==> src/rtl/pipeline_ctrl_pkg.sv <==
`default_nettype none
// ============================================================================
// Module   : pipeline_ctrl_pkg
// Brief    : Shared constants for the pipeline hazard/sequencing controller.
// Revision : 1.0 - initial release
// ============================================================================
package pipeline_ctrl_pkg;

    localparam int REG_W   = 5;
    localparam int STATE_W = 2;

    localparam logic [REG_W-1:0] REG_ZERO = 5'd0;

    localparam logic [STATE_W-1:0] ST_RUN   = 2'd0;
    localparam logic [STATE_W-1:0] ST_FLUSH = 2'd1;
    localparam logic [STATE_W-1:0] ST_DRAIN = 2'd2;
    localparam logic [STATE_W-1:0] ST_DONE  = 2'd3;

endpackage
`default_nettype wire

==> src/rtl/load_use_detect.sv <==
`default_nettype none
// ============================================================================
// Module   : load_use_detect
// Brief    : Combinational load-use hazard check between EX load and ID reads.
// Revision : 1.0 - initial release
// ============================================================================
module load_use_detect
    import pipeline_ctrl_pkg::*;
(
    input  logic             i_ex_valid,
    input  logic             i_ex_is_load,
    input  logic [REG_W-1:0] i_ex_target,
    input  logic             i_id_valid,
    input  logic [REG_W-1:0] i_id_src1,
    input  logic [REG_W-1:0] i_id_src2,
    input  logic             i_id_src1_used,
    input  logic             i_id_src2_used,
    output logic             o_lu
);

    logic w_ex_load_live;
    logic w_src1_hit;
    logic w_src2_hit;

    // r0 is hardwired zero, so a load targeting it never creates a dependency
    assign w_ex_load_live = i_ex_valid && i_ex_is_load && (i_ex_target != REG_ZERO);
    assign w_src1_hit     = i_id_src1_used && (i_id_src1 == i_ex_target);
    assign w_src2_hit     = i_id_src2_used && (i_id_src2 == i_ex_target);
    assign o_lu           = w_ex_load_live && i_id_valid && (w_src1_hit || w_src2_hit);

endmodule
`default_nettype wire

==> src/rtl/pipeline_ctrl.sv <==
`default_nettype none
// ============================================================================
// Module   : pipeline_ctrl
// Brief    : Hazard, flush and end-of-program sequencing for the 5-stage core.
// Revision : 1.0 - initial release
// ============================================================================
module pipeline_ctrl
    import pipeline_ctrl_pkg::*;
#(
    parameter int FLUSH_CYCLES = 2,
    parameter int DRAIN_CYCLES = 4,
    parameter int CNT_W        = 16
) (
    input  logic             clk_x70,
    input  logic             rst_n_x70,
    input  logic             id_valid_x70,
    input  logic [REG_W-1:0] id_src1_x70,
    input  logic [REG_W-1:0] id_src2_x70,
    input  logic             id_src1_used_x70,
    input  logic             id_src2_used_x70,
    input  logic             ex_valid_x70,
    input  logic             ex_is_load_x70,
    input  logic [REG_W-1:0] ex_target_x70,
    input  logic             ex_mispredict_x70,
    input  logic             halt_seen_x70,
    output logic             pc_hold_x70,
    output logic             id_bubble_x70,
    output logic             flush_x70,
    output logic [1:0]       state_x70,
    output logic [CNT_W-1:0] stall_cnt_x70,
    output logic             finished_x70
);

    localparam int c_MAX_CYC = (FLUSH_CYCLES > DRAIN_CYCLES) ? FLUSH_CYCLES : DRAIN_CYCLES;
    localparam int c_DCNT_W  = (c_MAX_CYC < 2) ? 1 : $clog2(c_MAX_CYC);

    localparam logic [c_DCNT_W-1:0] c_FLUSH_LOAD =
        c_DCNT_W'((FLUSH_CYCLES > 1) ? FLUSH_CYCLES - 2 : 0);
    localparam logic [c_DCNT_W-1:0] c_DRAIN_LOAD = c_DCNT_W'(DRAIN_CYCLES - 1);
    localparam logic [c_DCNT_W-1:0] c_DCNT_ZERO  = '0;
    localparam logic [c_DCNT_W-1:0] c_DCNT_ONE   = c_DCNT_W'(1);
    // A single-cycle flush is fully covered by the mispredict cycle itself
    localparam logic [STATE_W-1:0]  c_FLUSH_DEST = (FLUSH_CYCLES > 1) ? ST_FLUSH : ST_RUN;
    localparam logic [CNT_W-1:0]    c_STALL_MAX  = {CNT_W{1'b1}};
    localparam logic [CNT_W-1:0]    c_STALL_ONE  = CNT_W'(1);

    logic [STATE_W-1:0]  r_state;
    logic [STATE_W-1:0]  w_state_nxt;
    logic [c_DCNT_W-1:0] r_dcnt;
    logic [c_DCNT_W-1:0] w_dcnt_nxt;
    logic [CNT_W-1:0]    r_stall_cnt;
    logic                r_finished;
    logic                w_lu;
    logic                w_hold;
    logic                w_bubble;
    logic                w_flush;
    logic                w_count_en;

    load_use_detect u_load_use_detect (
        .i_ex_valid     (ex_valid_x70),
        .i_ex_is_load   (ex_is_load_x70),
        .i_ex_target    (ex_target_x70),
        .i_id_valid     (id_valid_x70),
        .i_id_src1      (id_src1_x70),
        .i_id_src2      (id_src2_x70),
        .i_id_src1_used (id_src1_used_x70),
        .i_id_src2_used (id_src2_used_x70),
        .o_lu           (w_lu)
    );

    always_ff @(posedge clk_x70 or negedge rst_n_x70) begin
        if (!rst_n_x70) begin
            r_state <= ST_RUN;
            r_dcnt  <= c_DCNT_ZERO;
        end else begin
            r_state <= w_state_nxt;
            r_dcnt  <= w_dcnt_nxt;
        end
    end

    always_comb begin
        w_state_nxt = r_state;
        w_dcnt_nxt  = r_dcnt;
        case (r_state)
            ST_RUN: begin
                // Mispredict outranks halt: a halt fetched down the wrong path is dropped
                if (ex_mispredict_x70) begin
                    w_state_nxt = c_FLUSH_DEST;
                    w_dcnt_nxt  = c_FLUSH_LOAD;
                end else if (!w_lu && halt_seen_x70) begin
                    w_state_nxt = ST_DRAIN;
                    w_dcnt_nxt  = c_DRAIN_LOAD;
                end
            end
            ST_FLUSH: begin
                if (ex_mispredict_x70) begin
                    w_dcnt_nxt = c_FLUSH_LOAD;
                end else if (r_dcnt == c_DCNT_ZERO) begin
                    w_state_nxt = ST_RUN;
                end else begin
                    w_dcnt_nxt = r_dcnt - c_DCNT_ONE;
                end
            end
            ST_DRAIN: begin
                if (ex_mispredict_x70) begin
                    w_state_nxt = c_FLUSH_DEST;
                    w_dcnt_nxt  = c_FLUSH_LOAD;
                end else if (r_dcnt == c_DCNT_ZERO) begin
                    w_state_nxt = ST_DONE;
                end else begin
                    w_dcnt_nxt = r_dcnt - c_DCNT_ONE;
                end
            end
            ST_DONE: begin
                w_state_nxt = ST_DONE;
            end
            default: begin
                w_state_nxt = ST_RUN;
                w_dcnt_nxt  = c_DCNT_ZERO;
            end
        endcase
    end

    // Gated by reset so no stray control pulse escapes while rst_n is low
    always_comb begin
        w_hold   = 1'b0;
        w_bubble = 1'b0;
        w_flush  = 1'b0;
        if (rst_n_x70) begin
            case (r_state)
                ST_RUN: begin
                    if (ex_mispredict_x70) begin
                        w_flush = 1'b1;
                    end else if (w_lu) begin
                        w_hold   = 1'b1;
                        w_bubble = 1'b1;
                    end
                end
                ST_FLUSH: begin
                    w_flush = 1'b1;
                end
                ST_DRAIN: begin
                    w_hold  = 1'b1;
                    w_flush = ex_mispredict_x70;
                end
                ST_DONE: begin
                    w_hold = 1'b1;
                end
                default: begin
                    w_hold = 1'b0;
                end
            endcase
        end
    end

    assign w_count_en = (w_hold || w_flush) && ((r_state == ST_RUN) || (r_state == ST_FLUSH));

    always_ff @(posedge clk_x70 or negedge rst_n_x70) begin
        if (!rst_n_x70) begin
            r_stall_cnt <= '0;
            r_finished  <= 1'b0;
        end else begin
            if (w_count_en && (r_stall_cnt != c_STALL_MAX)) begin
                r_stall_cnt <= r_stall_cnt + c_STALL_ONE;
            end
            r_finished <= (w_state_nxt == ST_DONE);
        end
    end

    assign pc_hold_x70   = w_hold;
    assign id_bubble_x70 = w_bubble;
    assign flush_x70     = w_flush;
    assign state_x70     = r_state;
    assign stall_cnt_x70 = r_stall_cnt;
    assign finished_x70  = r_finished;

endmodule
`default_nettype wire

==> config.mk <==
export PLATFORM = sky130hd
export DESIGN_NAME = pipeline_ctrl
export DESIGN_NICKNAME = d
export VERILOG_FILES = /design/src/rtl/pipeline_ctrl_pkg.sv /design/src/rtl/load_use_detect.sv /design/src/rtl/pipeline_ctrl.sv
export SDC_FILE = /design/constraint.sdc
export NUM_CORES = 1
export LEC_CHECK = 0
export ABC_CLOCK_PERIOD_IN_PS = 5100
export CORE_ASPECT_RATIO = 0.75
export CORE_MARGIN = 5
export CORE_UTILIZATION = 49
export CTS_BUF_LIST = sky130_fd_sc_hd__clkbuf_8 sky130_fd_sc_hd__clkbuf_16
export CTS_CLUSTER_DIAMETER = 30
export DETAILED_ROUTE_END_ITERATION = 8
export PLACE_DENSITY = 0.85
export SLEW_MARGIN = 20
export SYNTH_ARGS = -nofsm -noshare
export SYNTH_HDL_FRONTEND = slang
export SYNTH_SLANG_ARGS = --single-unit
==> constraint.sdc <==
create_clock -name clk_x70 -period 5.1 [get_ports clk_x70]
set_input_delay 0.765 -clock clk_x70 [delete_from_list [all_inputs] [get_ports clk_x70]]
set_output_delay 0.765 -clock clk_x70 [all_outputs]
set_load 0.03 [all_outputs]
==> results of run 1 <==
## metrics by stage
stage / hold WS, ps / setup WS, ps / area [µm²] / power, µW
finish: 497 / 1400 / 1920 / 776
global placement: 479 / 1480 / 1870 / 652
CTS: 499 / 1410 / 1920 / 778
floorplan: 469 / 2340 / 1390 / 529
detailed placement: 484 / 1420 / 1870 / 671
global route: 514 / 1300 / 1920 / 823
## cell usage in the layout, fill, tap and decap left out, types with 5 or more instances in the layout
| cell type | n |
|---|---|
| inv_1 | 6 |
| nand2_1 | 11 |
| clkdlybuf4s50_1 | 45 |
| nor3_1 | 7 |
| nand3_1 | 5 |
| xor2_1 | 21 |
| nor4_2 | 6 |
| ha_1 | 6 |
| a21oi_1 | 8 |
| dfrtp_1 | 21 |
| nor2_1 | 7 |
## power breakdown
part / internal, µW / switching [µW] / total, µW
logic: 178 / 237 / 415
registers: 207 / 46.9 / 254
clock network: 54.3 / 52.1 / 106
total: 440 / 336 / 776
## Yosys cell counts
library cell  count
a32oi_1           1
nor3_1            7
nand2_1          11
buf_6             1
buf_4             1
and3_1            1
a211o_1           1
o22ai_1           1
inv_1             6
nor4_2            6
or4_1             1
a31o_2            1
or2_2             1
mux2i_1           1
o211ai_1          1
dfrtp_1          21
mux2_1            2
ha_1              6
or2b_2            1
nand3_1           5
a2bb2oi_1         1
xnor2_1           3
and2_1            1
or3_1             2
nor4_4            1
nor3b_2           1
and4_1            1
a21boi_0          1
nor2_1            7
o2111ai_1         1
o31a_1            1
nor4b_1           3
nand4_1           1
o21ai_0           2
a31oi_1           2
nand2b_1          2
nor2b_1           1
xor2_1           21
a21oi_1           8
nor4_1            2
and2_2            1
## cells by family after synthesis
logic type                 synth area share
adders and majority gates            0.0542
xor gates and xnor gates              0.152
buffers and inverters                0.0298
DFF                                   0.379
AOI/OAI and AO/OA                    0.0985
and+or+nand+nor                       0.263
muxes                                0.0235
## registers in the layout, indices dropped and copies added, names as in the netlist
register / count
state_x70: 2
finished_x70: 1
r_dcnt: 2
stall_cnt_x70: 16
## layout make-up
| class | instances | area share |
|---|---|---|
| multi-input cells | 110 | 0.427 |
| flip-flops and latches | 21 | 0.274 |
| repair buffers | 46 | 0.239 |
| well taps | 36 | 0.0235 |
| clock buffers | 3 | 0.0216 |
| inverters | 6 | 0.0118 |
| clock inverters | 1 | 0.00261 |
## worst max-delay path: stages
cell and delay (ps):
clkdlybuf4s50_1 480, xor2_1 210, nor4_2 270, a32oi_1 170
nor2_1 160, nand2_1 70, a21oi_1 130, clkdlybuf4s50_1 690
## metal layers
layer / track usage / part of all wire / up-vias
met2: 0.327 / 0.50 / 38
met1: 0.221 / 0.43 / 585
met3: 0.0343 / 0.058 / 4
met4: 0.0402 / 0.010 / 0
met5: 0 / 0 / -
li1: - / - / 597
## path summary, 6_finish.rpt
path | endpoint | slack, ps | depth (start not counted)
max in group asynchronous | stall_cnt_x70[7] | 3770 | 2
max | pc_hold_x70 | 1400 | 8
min | stall_cnt_x70[10] | 500 | 1
min reg2reg | stall_cnt_x70[10] | 500 | 1
min in group asynchronous | state_x70[1] | 790 | 1
max reg2reg | stall_cnt_x70[12] | 2300 | 7
==> reports/qor.txt, run 1 <==
Clock Latency Late Sink: 260 ps
DRC: 0
Status: finished clean
Top Ports: 46
Nets: 218
Core area: 2660 µm²
# diodes: 0
Starting DRT DRC Count: 22
Max IR drop VDD: 0.335 mV
Post-Syn Area: 1390 µm²
Final Util: 0.719
CP Launch Type: primary input
RSZ-0062 raised after global routing: false
Setup violators final: 0
Root buffer selected by CTS: clkbuf_8
First-pass GRT wire length: 5.92 mm
Crit path max fanout: 3
CP Capture Type: primary output
Htree depth: 1
CTS Buffer Depth: 2
Critical Path AT: 2930 ps
Fin crit share: 0.725
Hold_sp: stall_cnt_x70[10]
Min Clock Period, post-route: 3700 ps
Vias per inst: 5.49
Routability cong.: 0.942
Yosys Warn Count: 0
Crit path from: ex_target_x70[3]
Routed WL: 3.54 mm
Peak Freq: 271 MHz
Via count: 1224
Max-slew violations: 0
Setup CP Type: primary input to primary output
Post-DP HPWL: 2.83 mm
Area share of the largest cell type after synthesis: 0.379
Dominant cell type by area after synthesis: dfrtp_1
Hold crit path type: flop to flop
Die Footprint: 4000 µm²
Maxcap violations: 0
Congestion Overflow GR: 0
Hold Vio Cnt, Final: 0
Die width: 71.4 µm
Synth area leaders: dfrtp_1 (38%), xor2_1 (13%), ha_1 (5.4%)
Initial core utilization: 0.520
Cts repair resizes: 0
Placed Instances: 219
Post-route setup TNS: 0 ps
Mean Syn Cell Area: 9.96 µm²
Pin count of the biggest net entering global routing: 16
Layout cells sized above 1: 0.0909
Post-CTS Setup Repair Bufs: 0
Seq cells post-synth: 21
CTS tree: done
Cells after Synth: 139
First-pass DRT Iterations: 5
Syn nets: 169
Cts hold-fix bufs: 0
Fill cells: 193
Wirelength per Cell: 15.9 µm
Final ANT Viol Nets: 0
Register area share after synthesis: 0.379
Count of input and output buffers: 45
Clock skew: 4.69 ps
Std cell rows: 16
Reg2reg start: state_x70[1]
Post-Layout Cell Count: 223
Leakage power: 0.000830 µW
Slew headroom: 0.398
DIE HEIGHT: 56.0 µm
P per Cell Area: 405 nW/µm²
Reg clk slew, reported paths: 80 ps
Clk sinks: 21
TritonCTS Buffers: 3
Required @ worst endpoint: 4340 ps
Register Area: 526 µm²
Gr usage total: 0.181
Vias in the first global route: 1251
Combined area of the multi-input logic cells: 818 µm²
Initial antenna violation count: 0
Least-Margin Pin Slew: 896 ps
Yosys cell types: 41
P&R area growth vs syn: 38.3%
Note: power is estimated with default switching activity, not from simulation.
==> inputs of run 2 (changes only) <==
ABC_CLOCK_PERIOD_IN_PS = 3350   (was 5100)
CORE_UTILIZATION = 41   (was 49)
PLACE_DENSITY = 0.76   (was 0.85)
clock period = 3.35 ns   (was 5.1 ns; I/O delays follow)
==> run 2 against run 1 <==
  * Combinational power increased by 53%
  * Count of clock-buffer cells in the layout unchanged
  * Largest power group unchanged
  * Power grew 54%
  * Clock power grew 59%
  * Critical endpoint unchanged
  * Core utilization shrank 12 points
==> reports/qor.txt, run 2 (synthesis results as in run 1) <==
RSZ-0062 raised after global routing: false
Reg clk slew, reported paths: 80 ps
Switch Pwr: 513 µW
Clk sinks: 21
Reg2reg start: state_x70[1]
Crit path max fanout: 3
DRC: 0
P_int: 679 µW
Congestion Overflow GR: 0
Clock share of power: 0.142
Die width: 77.1 µm
Setup violators final: 0
Hold crit path type: flop to flop
Post-route cell area: 1940 µm²
Reg2reg end: stall_cnt_x70[1]
Wirelength per Cell: 14.9 µm
Reg2reg setup slack: 770 ps
Combinational share of power: 0.532
Min-Delay Path Depth: 1
Std cell rows: 18
CTS Buffer Depth: 2
Maxcap violations: 0
Initial antenna violation count: 0
Clock Latency Late Sink: 260 ps
Max IR drop VDD: 0.582 mV
Top Ports: 46
Placed instance area: 1900 µm²
First-pass DRT Iterations: 4
Peak Freq: 314 MHz
DIE HEIGHT: 60.3 µm
Most frequent cells in the layout: clkdlybuf4s50_1 (45), xor2_1 (21), dfrtp_1 (21), nand2_1 (11), a21oi_1 (8)
# diodes: 0
First-pass GRT wire length: 5.75 mm
Hold_sp: stall_cnt_x70[10]
Post-DP HPWL: 2.69 mm
Hold Vio Cnt, Final: 0
Starting DRT DRC Count: 55
Hold WS: 497 ps
Initial core utilization: 0.424
Core area: 3270 µm²
Final ANT Viol Nets: 0
Routed WL: 3.43 mm
Setup CP Type: primary input to primary output
Vias in the first global route: 1197
Min Clock Period, post-route: 3190 ps
Met3 usage: 0.0356
Count of input and output buffers: 45
Cell depth of the worst flop-to-flop path: 8
Met1 Resource Use GR: 0.208
Final WS setup: 161 ps
TritonCTS Buffers: 3
Met2 Use GR: 0.254
Sequential share of power: 0.327
Cts repair resizes: 0
Nets: 221
Leakage power: 0.000845 µW
Die Footprint: 4650 µm²
Max FFs per register: 16
Slew headroom: 0.598
Commonest non-fill, non-tap cell in the layout: clkdlybuf4s50_1
P per Cell Area: 613 nW/µm²
CP Launch Type: primary input
Post-route setup TNS: 0 ps
Global route hottest layer: met2
Critical Path AT: 2690 ps
Placement Setup Slack: 154 ps
Via count: 1234
Switching power share of the total: 0.430
P&R area growth vs syn: 40.3%
Clock skew: 5.16 ps
Hold endpoint: stall_cnt_x70[10]
Cts hold-fix bufs: 0
CTS tree: done
Least-Margin Pin Slew: 598 ps
Status: finished clean
Required @ worst endpoint: 2850 ps
Layout cells sized above 1: 0.105
Fin crit share: 0.952
Max-slew violations: 0
Vias per inst: 5.37
Post-CTS Setup Repair Bufs: 0
Htree depth: 1
Gr usage total: 0.152
Pin count of the biggest net entering global routing: 16
Root buffer selected by CTS: clkbuf_8
Routability cong.: 0.884
CP Capture Type: primary output
-- run 2: changes by cell type in the layout (fill, tap and decap cells not counted), sizes merged --
cell  delta
buf      +3
-- run 2: power by group through the flow --
stage	sequential (µW)	clock [µW]	combinational (µW)
4_1_cts	391	173	640
3_3_place_gp	389	0	620
3_5_place_dp	393	0	637
6_report	389	169	634
5_1_grt	402	181	690
2_1_floorplan	474	0	331
-- run 2: layout make-up --
cell class,instances,area [µm²]
Inverter,6,22.5
Tap cell,40,50.0
Sequential cell,21,526
Clock inverter,1,5.00
Multi-Input combinational cell,110,818
Fill cell,263,1320
Clock buffer,3,41.3
Timing Repair Buffer,49,480
-- run 2: through the flow --
stage	cells	util	power, µW
after global placement	226	0.581	1010
after detailed placement	226	0.581	1030
after CTS	230	0.595	1200
final	230	0.595	1190
after global routing	230	0.595	1270
after floorplan	139	-	805
-- run 2: critical path, stage by stage --
cell and delay, ps:
clkdlybuf4s50_1 470, xor2_1 190, nor4_1 340, a32oi_1 150, nor2_1 150, nand2_1 60
a21oi_1 130, clkdlybuf4s50_1 680
-- run 2: worst max path at each step --
stage	from	to	depth (start not counted)
floorplan	state_x70[0]	stall_cnt_x70[12]	6
CTS	ex_target_x70[3]	pc_hold_x70	8
global placement	ex_target_x70[3]	pc_hold_x70	8
finish	ex_target_x70[3]	pc_hold_x70	8
global route	ex_target_x70[3]	pc_hold_x70	8
detailed placement	ex_target_x70[3]	pc_hold_x70	8
-- run 2: per-layer routing --
| layer | share of wire | routed length, µm |
|---|---|---|
| met5 | 0 | 0 |
| met4 | 0.0058 | 20 |
| met3 | 0.055 | 190 |
| met2 | 0.48 | 1630 |
| met1 | 0.46 | 1590 |
==> patch 1: new RTL, config.mk and constraints of run 1 <==
Change the package constant `REG_ZERO` from 5'd0 to 5'd1.
--- a/src/rtl/pipeline_ctrl_pkg.sv
+++ b/src/rtl/pipeline_ctrl_pkg.sv
@@ -10,5 +10,5 @@
     localparam int STATE_W = 2;
 
-    localparam logic [REG_W-1:0] REG_ZERO = 5'd0;
+    localparam logic [REG_W-1:0] REG_ZERO = 5'd1;
 
     localparam logic [STATE_W-1:0] ST_RUN   = 2'd0;
Check against the original RTL: not equivalent (a bounded check fails within 4 cycles, from zero or initial values and one cycle with rst_n_x70 low).
==> patch 1 against run 1 <==
- power is 1.7% higher
- largest power group unchanged
- first-iteration DRC count rose by 45%
- highest routed layer unchanged
- clock skew is 0.0012 ns higher
- wire length fell by 0.11%
- design area rose by 0.20%
- cell count is the same
- setup slack got worse by 0.0042 ns
- sequential cell count did not move
- synthesized cell count is the same
- count of clock-buffer cells in the layout unchanged
- area after synthesis fell by 0.45%
- critical endpoint unchanged
==> patch 1: results (changes against run 1) <==
stage	metric	value	unit	change
global_route	GR Util met1	25.3	%	was 22.1%
layout	area of the multi-input gates	820	sq um	was 818 sq um
pwr	Sequential Power	259	uW	was 254 uW
global_route	largest net degree at the start of global routing	17		was 16
clocking	cts repair resizes	0		unchanged
detailed_routing	final wirelength	3540	um	about the same
place	HPWL Detailed	2780	um	was 2830 um
place	GPL Wtd Cong	0.964		was 0.942
detailed_routing	met2 WL post-DR	1560	um	was 1760 um
detailed_routing	DRT iter0 DRCs	32		was 22
detailed_routing	Vias/cell	5.47		was 5.49
global_route	met2 GRT Util	27.0	%	was 32.7%
global_route	met3 usage	5.60	%	was 3.43%
detailed_routing	met3 routed WL	235	um	was 205 um
layout	Filler cells	204		was 193
pwr	Max IR drop VDD	346	uV	was 335 uV
synthesis	Syn. warnings	0		unchanged
global_route	vias in the first global route	1221		was 1251
global_route	first-pass GRT wire length	5870	um	was 5920 um
place	# port buffers	45		unchanged
synthesis	xor/xnor cell area share of the yosys netlist	15.2	%	about the same
timing	Worst Clk Skew	0.00586	ns	was 0.00469 ns
pwr	Power Dens Cells	411	nW/um^2	was 405 nW/um^2
synthesis	compound-cell area share of the yosys netlist	9.89	%	was 9.85%
place	Placed Area	1870	sq um	about the same
synthesis	Synth top cells by count	dfrtp_1, xor2_1, nand2_1		unchanged
outcome	run status	finished, final reports clean		unchanged
pwr	Clk. pwr	111	uW	was 106 uW
clocking	deepest clock path buffer count	2		unchanged
synthesis	Area contributors post-synth	dfrtp_1, xor2_1, ha_1, nor4_2, nand2_1		unchanged
pwr	leakage power	0.000826	uW	was 0.000830 uW
synthesis	synthesized-area fraction occupied by adder cells	5.44	%	was 5.42%
synthesis	register area share after synthesis	38.1	%	was 37.9%
pwr	Internal	444	uW	was 440 uW
synthesis	Mean Syn Cell Area	9.92	sq um	was 9.96 sq um
place	pre-CTS setup slack	1.40	ns	was 1.42 ns
detailed_routing	wl on met1	1700	um	was 1540 um
synthesis	mux share of post-synthesis cell area	2.63	%	was 2.35%
global_route	total track usage	18.1	%	about the same
timing	Least-Margin Pin Slew	1.10	ns	was 0.896 ns
detailed_routing	DR pass1 iterations	4		was 5
clocking	clk slew on worst S/H paths	0.07	ns	
patch 1: area by class of cell:
class | count | area share (%)
multi-input combinational | 110 | 42.7
inverter | 6 | 1.17
clock inverter | 1 | 0.391
clock buffer | 3 | 2.15
tap | 36 | 2.35
timing repair buffer | 46 | 23.9
sequential | 21 | 27.4
patch 1: path summary, 6_finish.rpt:
kind                                                    from  cells after the start  slack [ns]                             to
min in group asynchronous                          rst_n_x70                      1        0.79   stall_cnt_x70[5]$_DFFE_PN0P_
max in group asynchronous                          rst_n_x70                      2        3.76  stall_cnt_x70[10]$_DFFE_PN0P_
worst min register to register  stall_cnt_x70[9]$_DFFE_PN0P_                      1        0.49   stall_cnt_x70[9]$_DFFE_PN0P_
worst min-delay path            stall_cnt_x70[9]$_DFFE_PN0P_                      1        0.49   stall_cnt_x70[9]$_DFFE_PN0P_
worst max-delay path                        ex_target_x70[2]                      8        1.40                    pc_hold_x70
worst max register to register        state_x70[0]$_DFF_PN0_                      7        2.48  stall_cnt_x70[12]$_DFFE_PN0P_
==> patch 2: new RTL, settings of run 1 <==
Made on the original files. Reset style: synchronous (`rst_n_x70`), changed in 2 clocked blocks.
--- a/src/rtl/pipeline_ctrl.sv
+++ b/src/rtl/pipeline_ctrl.sv
@@ -69,5 +69,5 @@
     );
 
-    always_ff @(posedge clk_x70 or negedge rst_n_x70) begin
+    always_ff @(posedge clk_x70) begin
         if (!rst_n_x70) begin
             r_state <= ST_RUN;
@@ -156,5 +156,5 @@
     assign w_count_en = (w_hold || w_flush) && ((r_state == ST_RUN) || (r_state == ST_FLUSH));
 
-    always_ff @(posedge clk_x70 or negedge rst_n_x70) begin
+    always_ff @(posedge clk_x70) begin
         if (!rst_n_x70) begin
             r_stall_cnt <= '0;
Check against the original RTL: differs if rst_n_x70 is asserted again (counterexample within 4 cycles, from zero or initial values and one cycle with rst_n_x70 low); with rst_n_x70 held inactive, the same outputs for 10 cycles.
==> patch 2 against run 1 <==
- utilization shrank 4.2 points
- via count grew 19%
- sequential cell count is the same
- setup slack lost 0.26 ns
- fmax shrank 6.6%
- wire length grew 5.2%
- hold slack lost 0.0054 ns
- synthesized cell count grew 26%
- area after synthesis grew 3.5%
- clock skew shrank 0.0033 ns
- design area grew 1.5%
Power is not compared: it rests on default switching activity, and its combinational part moved more than twofold at a synthesized area within 25%.
==> patch 2: results (changes against run 1) <==
stage	metric	value	unit	change
synthesis	net count after synthesis	205		was 169
global_route	met3 usage	3.76	%	was 3.43%
layout	invs w/o clock	11		was 6
layout	area of the multi-input gates	940	sq um	was 818 sq um
layout	fraction of area in registers	21.6	%	was 27.4%
synthesis	register area share after synthesis	29.3	%	was 37.9%
layout	nonclk buf count	45		was 46
global_route	met2 GRT Util	26.8	%	was 32.7%
layout	layout cell share with drive strength beyond 1	5.48	%	was 9.09%
min_path	hold path start	r_dcnt[1]$_SDFFE_PN0P_		was stall_cnt_x70[10]$_DFFE_PN0P_
synthesis	dominant synthesized flop cell	dfxtp_1		was dfrtp_1
worst_setup_path	r2r startpoint	stall_cnt_x70[1]$_SDFFE_PN0P_		was state_x70[1]$_DFF_PN0_
layout	final-layout non-clock buffer area share	23.2	%	was 23.9%
worst_setup_path	Critical R2R Capture	stall_cnt_x70[9]$_SDFFE_PN0P_		was stall_cnt_x70[12]$_DFFE_PN0P_
synthesis	Area contributors post-synth	dfxtp_1, xnor2_1, mux2i_1, nand2_1, ha_1		was dfrtp_1, xor2_1, ha_1, nor4_2, nand2_1
synthesis	Synth top cells by count	dfxtp_1, nand2_1, a21oi_1		was dfrtp_1, xor2_1, nand2_1
global_route	first-pass GRT wire length	6010	um	was 5920 um
layout	Filler cells	248		was 193
place	HPWL Detailed	2840	um	was 2830 um
global_route	largest net degree at the start of global routing	20		was 16
detailed_routing	DRT iter0 DRCs	72		was 22
layout	Nets	250		was 218
outcome	run status	finished, final reports clean		unchanged
synthesis	xor/xnor cell area share of the yosys netlist	6.11	%	was 15.2%
detailed_routing	met2 WL post-DR	1510	um	was 1760 um
worst_setup_path	CP max FO	4		was 3
worst_setup_path	Worst EP arrival	3.19	ns	was 2.93 ns
detailed_routing	DR pass1 iterations	4		was 5
min_path	Worst Hold Endpoint	r_dcnt[1]$_SDFFE_PN0P_		was stall_cnt_x70[10]$_DFFE_PN0P_
global_route	vias in the first global route	1331		was 1251
detailed_routing	wl on met1	1860	um	was 1540 um
timing	hold slack	0.492	ns	was 0.497 ns
place	GPL Wtd Cong	0.868		was 0.942
min_path	Hold Path Depth	2		was 1
detailed_routing	final wirelength	3730	um	was 3540 um
detailed_routing	met3 routed WL	318	um	was 205 um
place	Placed Area	1900	sq um	was 1870 sq um
synthesis	mux share of post-synthesis cell area	5.58	%	was 2.35%
synthesis	Syn Std Cell Area	1430	sq um	was 1390 sq um
layout	clk cell area share	2.32	%	was 2.42%
timing	Least-Margin Pin Slew	0.893	ns	was 0.896 ns
timing	Worst Clk Skew	0.00140	ns	was 0.00469 ns
layout	Syn-to-layout area delta	35.6	%	was 38.3%
layout	multi-input combinational cell count	138		was 110
detailed_routing	Vias	1452		was 1224
synthesis	library cells used by synthesis	46		was 41
clocking	clk slew on worst S/H paths	0.07	ns	
synthesis	Post-Syn Instances	175		was 139
global_route	GR Util met1	26.0	%	was 22.1%
detailed_routing	Vias/cell	5.65		was 5.49
==> patch 2: cell types whose count changed after synthesis, sizes merged, moves of 5 or more <==
cell and change:
dfxtp +21, a21oi +7, mux2i +7, dfrtp -21
nand4 +6, nand3 +5, xor2 -21, nor3 -6
nand2 +10, inv +5, nor4 -7, xnor2 +7
==> patch 2: how the worst max path moves through the flow <==
stage                                start     endpoint  slack [ns]  cells after the start
final                     ex_target_x70[1]  pc_hold_x70        1.15                      8
after global routing      ex_target_x70[1]  pc_hold_x70        1.03                      8
after CTS                 ex_target_x70[1]  pc_hold_x70        1.15                      8
after detailed placement  ex_target_x70[1]  pc_hold_x70        1.15                      8
after global placement    ex_target_x70[1]  pc_hold_x70        1.23                      8
after floorplan           ex_target_x70[1]  pc_hold_x70        2.15                      6
==> patch 2: kinds of logic after synthesis <==
family,Yosys count
buffers and inverters,16
xor gates and xnor gates,10
DFF,21
muxes,8
and+or+nand+nor,70
AOI/OAI and AO/OA,44
adders and majority gates,6
